## src/rtl/xadc_mux_sequencer_if.sv

```systemverilog
// XADC conversion-control and DRP read signals seen by the mux sequencer.
// master: the sequencer side; slave: the XADC (or its model) side.
interface xadc_mux_sequencer_if;
    logic        adc_busy;
    logic        adc_eoc;
    logic        adc_drdy;
    logic [15:0] adc_do;
    logic        adc_convst;
    logic        adc_den;
    logic [6:0]  adc_daddr;

    modport master (
        input  adc_busy, adc_eoc, adc_drdy, adc_do,
        output adc_convst, adc_den, adc_daddr
    );

    modport slave (
        output adc_busy, adc_eoc, adc_drdy, adc_do,
        input  adc_convst, adc_den, adc_daddr
    );
endinterface

```

## src/rtl/xadc_mux_sequencer.sv

```systemverilog
// xadc_mux_sequencer: steps an external analog mux through NUM_CH channels,
// waits for the mux to settle, runs an XADC conversion, reads the result over
// DRP and publishes a full frame with a freshness/sanity flag (valid_data).
// Build option: define XADC_AVG_EN to take four conversions per channel and
// store their truncated mean instead of a single sample.
module xadc_mux_sequencer #(
    parameter int         NUM_CH          = 2,
    parameter int         BLANK_TIME      = 1000,
    parameter int         BOOT_TIME       = 600000,
    parameter int         MAX_SAMPLE_TIME = 24000,
    parameter int         MIN_CODE        = 275,
    parameter int         GUARD_CH        = 1,
    parameter logic [6:0] DADDR           = 7'h03,
    localparam int        CH_W            = (NUM_CH > 2) ? $clog2(NUM_CH) : 1
) (
    input  logic                    clk,
    input  logic                    rst_n,
    xadc_mux_sequencer_if.master    adc,
    output logic [CH_W-1:0]         mux_sel,
    output logic                    new_data,
    output logic [12*NUM_CH-1:0]    data,
    output logic                    valid_data,
    output logic                    timeout_err
);

    localparam int TMO_CLKS = 4096;
    localparam int CNT_TOP  = (BOOT_TIME > BLANK_TIME)
                            ? ((BOOT_TIME  > TMO_CLKS) ? BOOT_TIME  : TMO_CLKS)
                            : ((BLANK_TIME > TMO_CLKS) ? BLANK_TIME : TMO_CLKS);
    localparam int CNT_W    = $clog2(CNT_TOP + 1);
    localparam int WD_W     = $clog2(MAX_SAMPLE_TIME + 1);

    typedef enum logic [2:0] {
        BOOT, SETTLE, CONVST, WAIT_EOC, READ, WAIT_DRDY, NEXT
    } state_t;

    state_t           state, state_nxt;
    logic [CNT_W-1:0] cnt, cnt_nxt;
    logic [WD_W-1:0]  wd;
    logic             busy_p0, eoc_p0, drdy_p0;
    logic [11:0]      code_p0;
    logic [11:0]      slot [NUM_CH];
    logic             convst, den, capture, abort, mux_adv;
    logic             store_en;
    logic [11:0]      store_val;
    logic             guard_low;

    // Watchdog step: cleared by a new frame, otherwise counts up and sticks at the limit.
    function automatic logic [WD_W-1:0] wd_step(input logic [WD_W-1:0] w, input logic clr);
        if (clr)
            return '0;
        if (w == WD_W'(MAX_SAMPLE_TIME))
            return w;
        return w + 1'b1;
    endfunction

`ifdef XADC_AVG_EN
    logic [13:0] acc_p1;
    logic [1:0]  conv_idx;
    logic [13:0] sum;

    // Mean of four 12-bit codes: drop the two fractional bits of the 14-bit sum.
    function automatic logic [11:0] avg_trunc(input logic [13:0] s);
        return s[13:2];
    endfunction

    assign sum = acc_p1 + {2'b00, code_p0};
`endif

    assign adc.adc_convst = convst;
    assign adc.adc_den    = den;
    assign adc.adc_daddr  = DADDR;
    assign guard_low      = (slot[GUARD_CH] < 12'(MIN_CODE));

    for (genvar k = 0; k < NUM_CH; k++) begin : g_pack
        assign data[12*k +: 12] = slot[k];
    end

    // Register the XADC status and read data; the FSM only ever looks at these copies.
    always_ff @(posedge clk or negedge rst_n) begin
        if (!rst_n) begin
            busy_p0 <= 1'b0;
            eoc_p0  <= 1'b0;
            drdy_p0 <= 1'b0;
            code_p0 <= '0;
        end else begin
            busy_p0 <= adc.adc_busy;
            eoc_p0  <= adc.adc_eoc;
            drdy_p0 <= adc.adc_drdy;
            code_p0 <= adc.adc_do[15:4];
        end
    end

    // State and shared boot/settle/timeout counter.
    always_ff @(posedge clk or negedge rst_n) begin
        if (!rst_n) begin
            state <= BOOT;
            cnt   <= '0;
        end else begin
            state <= state_nxt;
            cnt   <= cnt_nxt;
        end
    end

    // Next-state decode and one-cycle strobes.
    always_comb begin
        state_nxt = state;
        cnt_nxt   = cnt;
        convst    = 1'b0;
        den       = 1'b0;
        capture   = 1'b0;
        abort     = 1'b0;
        mux_adv   = 1'b0;
        new_data  = 1'b0;
        store_en  = 1'b0;
        store_val = code_p0;
        case (state)
            BOOT: begin
                if (cnt == CNT_W'(BOOT_TIME)) begin
                    state_nxt = SETTLE;
                    cnt_nxt   = '0;
                end else if (busy_p0) begin
                    cnt_nxt = '0;
                end else begin
                    cnt_nxt = cnt + 1'b1;
                end
            end
            SETTLE: begin
                if (busy_p0) begin
                    cnt_nxt = '0;
                end else if (cnt == CNT_W'(BLANK_TIME)) begin
                    state_nxt = CONVST;
                    cnt_nxt   = '0;
                end else begin
                    cnt_nxt = cnt + 1'b1;
                end
            end
            CONVST: begin
                convst    = 1'b1;
                state_nxt = WAIT_EOC;
                cnt_nxt   = '0;
            end
            WAIT_EOC: begin
                if (eoc_p0) begin
                    state_nxt = READ;
                    cnt_nxt   = '0;
                end else if (cnt == CNT_W'(TMO_CLKS - 1)) begin
                    abort     = 1'b1;
                    state_nxt = SETTLE;
                    cnt_nxt   = '0;
                end else begin
                    cnt_nxt = cnt + 1'b1;
                end
            end
            READ: begin
                den       = 1'b1;
                state_nxt = WAIT_DRDY;
                cnt_nxt   = '0;
            end
            WAIT_DRDY: begin
                if (drdy_p0) begin
                    capture = 1'b1;
                    cnt_nxt = '0;
`ifdef XADC_AVG_EN
                    store_val = avg_trunc(sum);
                    if (conv_idx == 2'd3) begin
                        store_en  = 1'b1;
                        state_nxt = NEXT;
                    end else begin
                        state_nxt = CONVST;
                    end
`else
                    store_en  = 1'b1;
                    state_nxt = NEXT;
`endif
                end else if (cnt == CNT_W'(TMO_CLKS - 1)) begin
                    abort     = 1'b1;
                    state_nxt = SETTLE;
                    cnt_nxt   = '0;
                end else begin
                    cnt_nxt = cnt + 1'b1;
                end
            end
            NEXT: begin
                mux_adv   = 1'b1;
                new_data  = (mux_sel == CH_W'(NUM_CH - 1));
                state_nxt = SETTLE;
                cnt_nxt   = '0;
            end
            default: begin
                state_nxt = BOOT;
                cnt_nxt   = '0;
            end
        endcase
    end

    // Mux channel pointer and sticky timeout flag.
    always_ff @(posedge clk or negedge rst_n) begin
        if (!rst_n) begin
            mux_sel     <= '0;
            timeout_err <= 1'b0;
        end else begin
            if (mux_adv)
                mux_sel <= (mux_sel == CH_W'(NUM_CH - 1)) ? '0 : mux_sel + 1'b1;
            if (abort)
                timeout_err <= 1'b1;
        end
    end

`ifdef XADC_AVG_EN
    // Four-sample accumulator; an aborted conversion throws away the partial sum.
    always_ff @(posedge clk or negedge rst_n) begin
        if (!rst_n) begin
            acc_p1   <= '0;
            conv_idx <= '0;
        end else if (abort || store_en) begin
            acc_p1   <= '0;
            conv_idx <= '0;
        end else if (capture) begin
            acc_p1   <= sum;
            conv_idx <= conv_idx + 1'b1;
        end
    end
`endif

    // Per-channel result slots, written only on a completed read.
    always_ff @(posedge clk or negedge rst_n) begin
        if (!rst_n) begin
            for (int k = 0; k < NUM_CH; k++)
                slot[k] <= '0;
        end else if (store_en) begin
            for (int k = 0; k < NUM_CH; k++)
                if (mux_sel == CH_W'(k))
                    slot[k] <= store_val;
        end
    end

    // Freshness watchdog and valid flag; a low guard channel overrides everything.
    always_ff @(posedge clk or negedge rst_n) begin
        if (!rst_n) begin
            wd         <= '0;
            valid_data <= 1'b0;
        end else begin
            wd <= wd_step(wd, new_data);
            if (guard_low)
                valid_data <= 1'b0;
            else if (new_data)
                valid_data <= 1'b1;
            else if (wd_step(wd, 1'b0) == WD_W'(MAX_SAMPLE_TIME))
                valid_data <= 1'b0;
        end
    end

endmodule
```

## src/flat_wrapper.sv

```systemverilog
// flat-port wrapper written by rule: the top's interface ports become plain ports
module xadc_mux_sequencer_flat 
#(
    parameter int         NUM_CH          = 2,
    parameter int         BLANK_TIME      = 1000,
    parameter int         BOOT_TIME       = 600000,
    parameter int         MAX_SAMPLE_TIME = 24000,
    parameter int         MIN_CODE        = 275,
    parameter int         GUARD_CH        = 1,
    parameter logic [6:0] DADDR           = 7'h03,
    localparam int        CH_W            = (NUM_CH > 2) ? $clog2(NUM_CH) : 1
)
  (clk, rst_n, mux_sel, new_data, data, valid_data, timeout_err, adc_adc_busy, adc_adc_eoc, adc_adc_drdy, adc_adc_do, adc_adc_convst, adc_adc_den, adc_adc_daddr);
  xadc_mux_sequencer_if adc_i ();
  input  logic clk;
  input  logic rst_n;
  output logic [CH_W-1:0] mux_sel;
  output logic new_data;
  output logic [12*NUM_CH-1:0] data;
  output logic valid_data;
  output logic timeout_err;
  input wire logic [$bits(adc_i.adc_busy)-1:0] adc_adc_busy;
  input wire logic [$bits(adc_i.adc_eoc)-1:0] adc_adc_eoc;
  input wire logic [$bits(adc_i.adc_drdy)-1:0] adc_adc_drdy;
  input wire logic [$bits(adc_i.adc_do)-1:0] adc_adc_do;
  output wire logic [$bits(adc_i.adc_convst)-1:0] adc_adc_convst;
  output wire logic [$bits(adc_i.adc_den)-1:0] adc_adc_den;
  output wire logic [$bits(adc_i.adc_daddr)-1:0] adc_adc_daddr;
  assign adc_i.adc_busy = adc_adc_busy;
  assign adc_i.adc_eoc = adc_adc_eoc;
  assign adc_i.adc_drdy = adc_adc_drdy;
  assign adc_i.adc_do = adc_adc_do;
  assign adc_adc_convst = adc_i.adc_convst;
  assign adc_adc_den = adc_i.adc_den;
  assign adc_adc_daddr = adc_i.adc_daddr;
  xadc_mux_sequencer #(.NUM_CH(NUM_CH), .BLANK_TIME(BLANK_TIME), .BOOT_TIME(BOOT_TIME), .MAX_SAMPLE_TIME(MAX_SAMPLE_TIME), .MIN_CODE(MIN_CODE), .GUARD_CH(GUARD_CH), .DADDR(DADDR)) u_core (.clk(clk), .rst_n(rst_n), .adc(adc_i), .mux_sel(mux_sel), .new_data(new_data), .data(data), .valid_data(valid_data), .timeout_err(timeout_err));
endmodule
```

## config.mk

```make
export PLATFORM = sky130hd
export DESIGN_NAME = xadc_mux_sequencer_flat
export DESIGN_NICKNAME = d
export VERILOG_FILES = /design/src/rtl/xadc_mux_sequencer_if.sv /design/src/rtl/xadc_mux_sequencer.sv /design/src/flat_wrapper.sv
export SDC_FILE = /design/constraint.sdc
export NUM_CORES = 1
export LEC_CHECK = 0
export CORE_ASPECT_RATIO = 1.5
export CORE_MARGIN = 3
export CORE_UTILIZATION = 48
export DETAILED_ROUTE_END_ITERATION = 10
export HOLD_SLACK_MARGIN = 0.1
export PLACE_DENSITY = 0.75
export SETUP_SLACK_MARGIN = 0.4
export SYNTH_ARGS = -nofsm -noshare
export SYNTH_HDL_FRONTEND = slang
export SYNTH_SLANG_ARGS = --single-unit
```

## constraint.sdc

```tcl
create_clock -name clk -period 2.61 [get_ports clk]
set_clock_uncertainty 0.15 [all_clocks]
set_input_delay 0.261 -clock clk [delete_from_list [all_inputs] [get_ports clk]]
set_output_delay 0.261 -clock clk [all_outputs]
set_load 0.01 [all_outputs]
```

==> run_results.csv, run 1 <==
group,metric,value,unit
run_status,status,"complete, no violations",
synthesis,synthTopCellsByArea,"dfrtp_1 54%, mux2_2 7.4%, nor2_1 4.6%, xnor2_1 4.1%, xor2_1 3.3%",
synthesis,synth_ff_type,"dfrtp_1",
sta,worstMarginPinSlew,0.556,ns
synthesis,avgSynthCellArea,11.0,sq um
finish,fin_cells,520,
finish,final_cell_mix,"76 x dfrtp_1, 44 x clkdlybuf4s50_1, 32 x buf_4, 25 x nor2_1, 24 x mux2_2",
sta,finalCritPeriodShare,91.8,%
sta,hold_viol,0,
global_routing,grt_max_degree,81,
clock_network,cts_made_buffers,9,
finish,mostFrequentLayoutCell,"dfrtp_1",
clock_network,cts_buffer_depth,2,
place,place.port_buffers,46,
global_routing,grt_pass1_vias,2743,
pwr,switching_share,23.0,%
setup_path,critPathCaptureType,"flop",
setup_path,timing.rr.end,"u_core.valid_data",
global_routing,grt_pass1_wl,13.0,mm
drt,firstDrtPassIters,4,
setup_path,start_kind,"flop",
global_routing,grt_use_total,18.9,%
setup_path,required,2.68,ns
clock_network,cts_tree,"built",
die,die_height,113,um
synthesis,ys_types,48,
clock_network,cts.clk_slew.worst_paths,0.08,ns
global_routing,grt_overflow_total,0,
pwr,p_seq_share,55.6,%
pwr,internal-power,1.75,mW
sta,fin_crit,2.40,ns
finish,area_growth,33.3,%
finish,fin_area,4900,sq um
synthesis,synth_async_sr_flop_share,100,%
die,die_area,8770,sq um
pwr,clock_power_share,38.7,%
sta,tns,0,ns
setup_path,r2r-start,"u_core.wd[0]",
min_path,worstHoldStart,"adc_adc_do[6]",
pwr,power_frac_comb,5.7,%
clock_network,h-tree-depth,3,
synthesis,synth-seq-area-share,54.5,%
die,num_rows,38,
setup_path,rrSetupSlack,0.21,ns
sta,max_freq,417,MHz
place,dp.final_hpwl,5.17,mm
synthesis,syn_inst,334,
synthesis,synth_top_area_share,54.5,%
drt,vias_per_cell,5.27,
place,dp_cells,477,
synthesis,yosys.area.top_type,"dfrtp_1",
drt,drtAntennaViolNets,0,
sta,slew_headroom,62.6,%
synthesis,yosysWarnings,0,
pwr,power,2.28,mW
place,routabilityCongestion,0.848,
min_path,min_to,"u_core.code_p0[2]",
finish,postLayoutCoreUtil,66.9,%
place,pre_cts_ws,0.159,ns
finish,drive_gt1_share,28.6,%
global_routing,antenna_found_initial,0,
drt,wl_per_cell,15.9,um
sta,report.final.slew_viol_count,0,
min_path,hp-class,"in2reg",
drt,vias,2741,
pwr,p_leak,2.16,nW
sta,setup_violations,0,
die,io_pins,58,
pwr,irDropWorstVdd,0.333,mV
synthesis,ys_seq_elements,80,
setup_path,critPathKind,"reg2reg",
sta,hold_slack,0.190,ns
setup_path,cp.arrival,2.46,ns
drt,wl,8.25,mm
flow_run,maxCapViolCount,0,
drt,drc,0,
synthesis,synth_edf_count,0,
pwr,power_density,465,nW/um^2
die,coreArea,7320,sq um
setup_path,r2r_cells,9,
synthesis,netlist_area,3680,sq um
place,placed_area,4270,sq um
sta,layout_setup_ws,0.213,ns
clock_network,cts_sinks,80,
pwr,p_switching,524,uW
min_path,hold_depth,1,
clock_network,cts_root_buf,"clkbuf_8",
finish,antenna-diode-count,0,
sta,grt_setup_unrepaired,"yes",
setup_path,crit_fanout,2,
finish,nNetsFinal,442,
clock_network,clk_latency,0.36,ns
drt,drtIter0Drc,184,
die,die_w,77.5,um
die,start_util,50.2,%
-- registers in the layout (all words and copies together) (netlist names) --
register            cells
u_core.busy_p0          1
u_core.eoc_p0           1
u_core.timeout_err      1
u_core.valid_data       1
u_core.drdy_p0          1
u_core.state            3
u_core.mux_sel          1
u_core.cnt             20
u_core.data            24
u_core.code_p0         12
u_core.wd              15
-- critical path: stages (launching register included) --
cell      delay [ns]
dfrtp_1         0.39
inv_1           0.09
ha_1            0.14
or4b_4          0.46
nor4_4          0.18
nand2_2         0.10
ha_1            0.30
nand4b_1        0.13
a211oi_2        0.18
a41oi_1         0.15
-- layout make-up --
| class | count | area [sq um] |
|---|---|---|
| flip-flops and latches | 80 | 2010 |
| repair buffers | 84 | 815 |
| multi-input cells | 231 | 1730 |
| clock buffers | 10 | 128 |
| fillers | 574 | 2420 |
| clock inverters | 5 | 58.8 |
| well taps | 100 | 125 |
| inverters | 10 | 37.5 |
-- metal layers --
layer | share of wire (%) | routed length, um | global-route usage [%] | vias to the layer above
li1 | - | - | - | 1301
met3 | 3.6 | 296 | 4.22 | 24
met5 | 0 | 0 | 0 | -
met1 | 39 | 3200 | 21.3 | 1349
met4 | 3.2 | 261 | 9.62 | 0
met2 | 54 | 4490 | 33.2 | 67
-- how the worst max path moves through the flow --
stage / from / to / slack (ns) / cells after the start
after global placement: u_core.wd[0] / u_core.valid_data / 0.22 / 9
final: u_core.wd[0] / u_core.valid_data / 0.21 / 9
after floorplan: u_core.wd[0] / u_core.valid_data / 0.24 / 9
after CTS: u_core.wd[0] / u_core.valid_data / 0.23 / 9
after detailed placement: u_core.wd[0] / u_core.valid_data / 0.16 / 9
after global routing: u_core.wd[0] / u_core.valid_data / 0.11 / 9
-- synth_stat cells (2+ instances only) --
cell type and number:
xnor2_1 17, nand2b_1 2, o21ai_0 6, buf_2 2
or2_2 2, conb_1 2, nand4_1 6, inv_1 10
mux2_2 24, nor4_4 2, dfrtp_1 80, buf_4 9
a21oi_1 5, or4b_1 2, nand2_1 20, nor3b_1 4
xor2_1 14, nand4b_1 3, nor2b_1 7, nor4_1 3
ha_1 5, nand3_1 20, clkbuf_1 6, nor2_1 45
and3_1 6, nor3_1 8, and2_1 2, or3_1 2
-- timing repair --
item | in CTS | in global routing
hold buffers | 1 | 0
resized for setup | 17 | 44
buffers inserted | 15 | 11
endpoints found under the setup margin | 25 | 24
hold endpoints to repair | 80 | 0
pin swaps | 7 | 20
cloned | 1 | 0
-- power groups by stage --
stage	clock, mW	sequential, mW	combinational [mW]
2_1_floorplan	0	1.29	0.0314
3_3_place_gp	0	1.29	0.0791
3_5_place_dp	0	1.29	0.0808
4_1_cts	0.893	1.26	0.107
5_1_grt	0.956	1.27	0.143
6_report	0.881	1.27	0.131
-- cell families (layout without fill, tap and decap cells) --
group                    after synthesis  count (layout)  synth area share, %
adder cells (fa/ha/maj)                5               5                 1.70
other                                  2               7                0.204
XOR/XNOR                              31              31                 7.39
multiplexers                          25              25                 7.62
AND/OR/NAND/NOR                      138             138                 19.9
buffers and inverters                 28             109                 3.85
flip-flops                            80              80                 54.5
AO/OA/AOI/OAI                         25              25                 4.90
Note: power is estimated with default switching activity, not from simulation.
==> inputs of run 2 (changes only) <==
--- a/config.mk
+++ b/config.mk
@@ -10,7 +10,7 @@
 export CORE_UTILIZATION = 48
 export DETAILED_ROUTE_END_ITERATION = 10
 export HOLD_SLACK_MARGIN = 0.1
-export PLACE_DENSITY = 0.75
+export PLACE_DENSITY_LB_ADDON = 0.2
 export SETUP_SLACK_MARGIN = 0.4
 export SYNTH_ARGS = -nofsm -noshare
 export SYNTH_HDL_FRONTEND = slang
==> run_results.csv, run 2 (same netlist as run 1, synthesis figures left out) <==
group,metric,value,unit
clock_network,clk_latency,0.35,ns
setup_path,critPathMaxStageDelay,0.47,ns
pwr,p_seq_share,52.0,%
die,die_area,8770,sq um
setup_path,r2r-start,"u_core.wd[0]",
sta,grt_setup_unrepaired,"yes",
drt,drc,0,
sta,hold_viol,0,
setup_path,rrSetupSlack,0.26,ns
sta,worstMarginPinSlew,0.628,ns
sta,finalCritPeriodShare,89.9,%
drt,wl_per_cell,15.1,um
pwr,switching_share,21.3,%
pwr,power_frac_comb,4.8,%
drt,drtAntennaViolNets,0,
pwr,power,2.43,mW
drt,wl_met2,4.27,mm
drt,drtIter0Drc,109,
finish,nNetsFinal,442,
finish,mostFrequentLayoutCell,"dfrtp_1",
clock_network,h-tree-depth,3,
pwr,internal-power,1.91,mW
run_status,status,"complete, no violations",
global_routing,grt_max_degree,49,
drt,wl,7.85,mm
setup_path,path_cells,"inv_1 -> ha_1 -> or4b_4 -> nor4_4 -> nand2_2 -> ha_1 -> nand4b_1 -> a211oi_2 -> a41oi_1",
sta,tns,0,ns
pwr,clock_power_share,43.1,%
clock_network,cts_buffer_depth,2,
finish,fillCellCount,606,
global_routing,grt_use_total,19.4,%
setup_path,crit_path_frequent_cell,"ha_1",
place,routabilityCongestion,0.805,
global_routing,antenna_found_initial,0,
die,die_w,77.5,um
finish,area_growth,30.0,%
finish,final_cell_mix,"76 x dfrtp_1, 44 x nor2_1, 44 x clkdlybuf4s50_1, 35 x buf_4, 24 x mux2_2",
clock_network,cts_root_buf,"clkbuf_8",
sta,slew_headroom,57.7,%
min_path,min_to,"u_core.code_p0[0]",
place,dp_cells,481,
sta,fin_crit,2.35,ns
sta,max_freq,426,MHz
die,io_pins,58,
setup_path,slowest_stage,"or4b_4",
setup_path,critPathKind,"reg2reg",
drt,wl_met1,3.17,mm
drt,firstDrtPassIters,5,
setup_path,start_kind,"flop",
min_path,hold_depth,1,
finish,fin_cells,521,
finish,largest_register_ffs,24,
clock_network,cts_tree,"built",
drt,vias,2709,
global_routing,grt_pass1_vias,2817,
min_path,worstHoldStart,"adc_adc_do[4]",
setup_path,r2r_cells,9,
clock_network,cts_sinks,80,
global_routing,grt_pass1_wl,13.2,mm
clock_network,cts_made_buffers,9,
die,coreArea,7320,sq um
flow_run,maxCapViolCount,0,
min_path,hp-class,"in2reg",
pwr,p_leak,2.20,nW
finish,antenna-diode-count,0,
setup_path,cp.arrival,2.41,ns
place,place.port_buffers,46,
setup_path,timing.rr.end,"u_core.valid_data",
finish,drive_gt1_share,24.0,%
die,num_rows,38,
setup_path,crit_fanout,2,
finish,fin_area,4780,sq um
setup_path,crit_family,"simple AND/OR/NAND/NOR gates",
drt,wl_met3,244,um
die,die_height,113,um
setup_path,required,2.67,ns
clock_network,cts.clk_slew.worst_paths,0.09,ns
place,placed_area,4290,sq um
drt,vias_per_cell,5.20,
pwr,irDropWorstVdd,0.458,mV
global_routing,grt_overflow_total,0,
pwr,power_density,509,nW/um^2
sta,setup_violations,0,
place,dp.final_hpwl,5.40,mm
pwr,p_switching,517,uW
die,start_util,50.2,%
setup_path,critPathCaptureType,"flop",
drt,highest_layer,"met4",
sta,report.final.slew_viol_count,0,
setup_path,cp_num_buf_inv,1,
==> run 2: cell count changes in the layout (fill, tap and decap cells not counted), moves of 2 or more <==
cell        before  now
buf_12           5    0
nor2_2           6    1
nor2_1          25   44
clkinvlp_4       2    0
nor2_4          14    0
inv_6            0    2
buf_4           32   35
clkbuf_8         9   11
==> run 2: worst max path at each step <==
stage | depth (start not counted) | endpoint | slack (ns) | start
after detailed placement | 9 | u_core.valid_data | 0.15 | u_core.wd[0]
final | 9 | u_core.valid_data | 0.26 | u_core.wd[0]
after CTS | 9 | u_core.valid_data | 0.25 | u_core.wd[0]
after global placement | 9 | u_core.valid_data | 0.22 | u_core.wd[0]
after global routing | 9 | u_core.valid_data | 0.09 | u_core.wd[0]
after floorplan | 9 | u_core.valid_data | 0.24 | u_core.wd[0]
==> run 2: final cells by class <==
class | instances | area, sq um | area share, %
clock buffers | 11 | 151 | 3.17
well taps | 100 | 125 | 2.62
flip-flops and latches | 80 | 2010 | 42.0
clock inverters | 5 | 86.3 | 1.81
inverters | 10 | 37.5 | 0.785
multi-input cells | 231 | 1590 | 33.3
repair buffers | 84 | 779 | 16.3
==> run 2: per-stage QoR <==
| stage | util (%) | setup WS (ns) | hold WS (ns) |
|---|---|---|---|
| final | 65.3 | 0.265 | 0.196 |
| after global routing | 65.3 | 0.0912 | 0.175 |
| after CTS | 64.2 | 0.248 | 0.183 |
| after detailed placement | 58.5 | 0.151 | 0.155 |
| after global placement | 58.5 | 0.220 | 0.164 |
| after floorplan | - | 0.241 | -0.185 |
==> run 2: what timing repair did <==
action	CTS	global route
hold endpoints to repair	45	0
hold buffers	1	0
gates resized for setup	12	7
endpoints found under the setup margin	25	25
buffers inserted	14	7
gates cloned	2	0
pin swaps	0	3
==> run 2: power groups by stage <==
| stage | sequential, mW | combinational (mW) | clock (mW) |
|---|---|---|---|
| after detailed placement | 1.29 | 0.0797 | 0 |
| after global placement | 1.29 | 0.0786 | 0 |
| final | 1.27 | 0.117 | 1.05 |
| after floorplan | 1.29 | 0.0314 | 0 |
| after CTS | 1.26 | 0.115 | 1.07 |
| after global routing | 1.27 | 0.130 | 1.13 |
==> run 2: layer usage <==
| layer | vias up | track usage [%] |
|---|---|---|
| met4 | 0 | 7.13 |
| met1 | 1337 | 22.0 |
| met2 | 52 | 35.1 |
| met5 | - | 0 |
| met3 | 16 | 4.38 |
| li1 | 1304 | - |
==> run 2: worst reg2reg max path, stage by stage, from the launching register on <==
cell and delay (ns):
dfrtp_2 0.41, inv_1 0.08, ha_1 0.15, or4b_4 0.47
nor4_4 0.19, nand2_2 0.09, ha_1 0.28, nand4b_1 0.11
a211oi_2 0.16, a41oi_1 0.13
==> inputs of run 3 (changes only) <==
--- a/config.mk
+++ b/config.mk
@@ -9,9 +9,9 @@
 export CORE_MARGIN = 3
 export CORE_UTILIZATION = 48
 export DETAILED_ROUTE_END_ITERATION = 10
-export HOLD_SLACK_MARGIN = 0.1
-export PLACE_DENSITY_LB_ADDON = 0.2
+export PLACE_DENSITY = 0.75
 export SETUP_SLACK_MARGIN = 0.4
 export SYNTH_ARGS = -nofsm -noshare
 export SYNTH_HDL_FRONTEND = slang
 export SYNTH_SLANG_ARGS = --single-unit
+export TNS_END_PERCENT = 1
==> run_results.csv, run 3 (same netlist as run 1, synthesis figures left out) <==
group,metric,value,unit
setup_path,required,2.67,ns
pwr,irDropWorstVdd,0.317,mV
finish,antenna-diode-count,0,
clock_network,h-tree-depth,3,
pwr,p_switching,493,uW
run_status,status,"complete, no violations",
setup_path,cp.arrival,2.46,ns
sta,finalCritPeriodShare,91.9,%
die,die_height,113,um
clock_network,cts_tree,"built",
drt,drtAntennaViolNets,0,
sta,fin_crit,2.40,ns
clock_network,cts_made_buffers,9,
clock_network,cts_root_buf,"clkbuf_8",
sta,grt_setup_unrepaired,"yes",
setup_path,start_kind,"flop",
sta,hold_viol,0,
clock_network,cts.clk_slew.worst_paths,0.08,ns
drt,wl_met1,2.90,mm
pwr,power_frac_comb,3.6,%
setup_path,critPathKind,"reg2reg",
finish,fin_area,4490,sq um
drt,drc,0,
pwr,power_density,494,nW/um^2
global_routing,grt_pass1_wl,12.4,mm
drt,vias_per_cell,5.25,
global_routing,grt_pass1_vias,2610,
pwr,switching_share,22.2,%
place,dp_cells,477,
die,io_pins,58,
setup_path,critPathCaptureType,"flop",
sta,hold_slack,0.196,ns
sta,tns,0,ns
clock_network,cts_buffer_depth,2,
place,place.port_buffers,46,
drt,wl_met2,3.87,mm
setup_path,crit_fanout,2,
drt,highest_layer,"met4",
drt,drtIter0Drc,145,
sta,worstMarginPinSlew,0.572,ns
global_routing,grt_overflow_total,0,
finish,nNetsFinal,417,
pwr,p_leak,2.02,nW
die,start_util,50.2,%
drt,vias,2598,
die,coreArea,7320,sq um
global_routing,grt_max_degree,81,
place,dp.final_hpwl,5.17,mm
global_routing,grt_use_total,18.0,%
drt,firstDrtPassIters,4,
flow_run,maxCapViolCount,0,
die,die_w,77.5,um
min_path,hp-class,"in2reg",
finish,mostFrequentLayoutCell,"dfrtp_1",
sta,slew_headroom,61.5,%
drt,wl_per_cell,14.6,um
clock_network,cts_sinks,80,
finish,area_growth,22.0,%
drt,wl_met3,258,um
sta,setup_violations,0,
finish,drive_gt1_share,16.2,%
place,placed_area,4270,sq um
drt,wl,7.23,mm
pwr,clock_power_share,39.3,%
global_routing,antenna_found_initial,0,
pwr,p_seq_share,57.1,%
clock_network,clk_latency,0.35,ns
finish,final_cell_mix,"79 x dfrtp_1, 45 x nor2_1, 45 x clkdlybuf4s50_1, 24 x mux2_2, 20 x nand3_1",
pwr,internal-power,1.72,mW
finish,largest_register_ffs,24,
die,die_area,8770,sq um
sta,max_freq,417,MHz
sta,report.final.slew_viol_count,0,
finish,fin_cells,495,
die,num_rows,38,
place,routabilityCongestion,0.848,
run 3: worst max-delay path, cell delays in order, from the launching register on:
cell and delay, ns:
dfrtp_1 0.39, inv_1 0.09, ha_1 0.14, or4b_4 0.46, nor4_4 0.18, nand2_2 0.10
ha_1 0.30, nand4b_1 0.13, a211oi_2 0.18, a41oi_1 0.15
run 3: area by class of cell:
class	count	area (sq um)
fill	634	2840
sequential	80	2000
tap	100	125
inverter	10	37.5
clock buffer	10	128
timing repair buffer	59	571
clock inverter	5	58.8
multi-input combinational	231	1560
run 3: per-stage QoR:
stage	total power, mW	setup WS [ns]	util [%]
after floorplan	1.32	0.241	-
after detailed placement	1.37	0.159	58.3
after global routing	2.32	0.112	61.3
after global placement	1.37	0.220	58.3
after CTS	2.24	0.232	61.3
final	2.22	0.212	61.3
run 3: power groups by stage:
stage,clock network (mW),logic (mW),registers [mW]
6_report,0.872,0.0797,1.27
5_1_grt,0.957,0.0905,1.27
4_1_cts,0.893,0.0822,1.27
3_5_place_dp,0,0.0808,1.29
3_3_place_gp,0,0.0791,1.29
2_1_floorplan,0,0.0314,1.29
run 3: worst paths after layout:
check	startpoint	to	slack (ns)	depth (start not counted)
max	u_core.wd[0]	u_core.valid_data	0.21	9
min	adc_adc_drdy	u_core.drdy_p0	0.20	1
max reg2reg	u_core.wd[0]	u_core.valid_data	0.21	9
min reg2reg	u_core.timeout_err	u_core.timeout_err	0.33	1
max in group asynchronous	rst_n	u_core.wd[1]	1.63	3
min in group asynchronous	rst_n	u_core.wd[4]	0.29	3
run 3: layer usage:
| metal | GRT usage [%] | up-vias |
|---|---|---|
| met1 | 20.7 | 1271 |
| li1 | - | 1244 |
| met4 | 8.55 | 0 |
| met2 | 31.4 | 62 |
| met3 | 4.22 | 21 |
| met5 | 0 | - |
run 3: what timing repair did:
action,4_1_cts,5_1_grt
resized for setup,2,0
buffers inserted,2,0
hold buffers,1,0
endpoints found under the hold margin,80,0
setup endpoints to repair,25,26
pin swaps,0,0
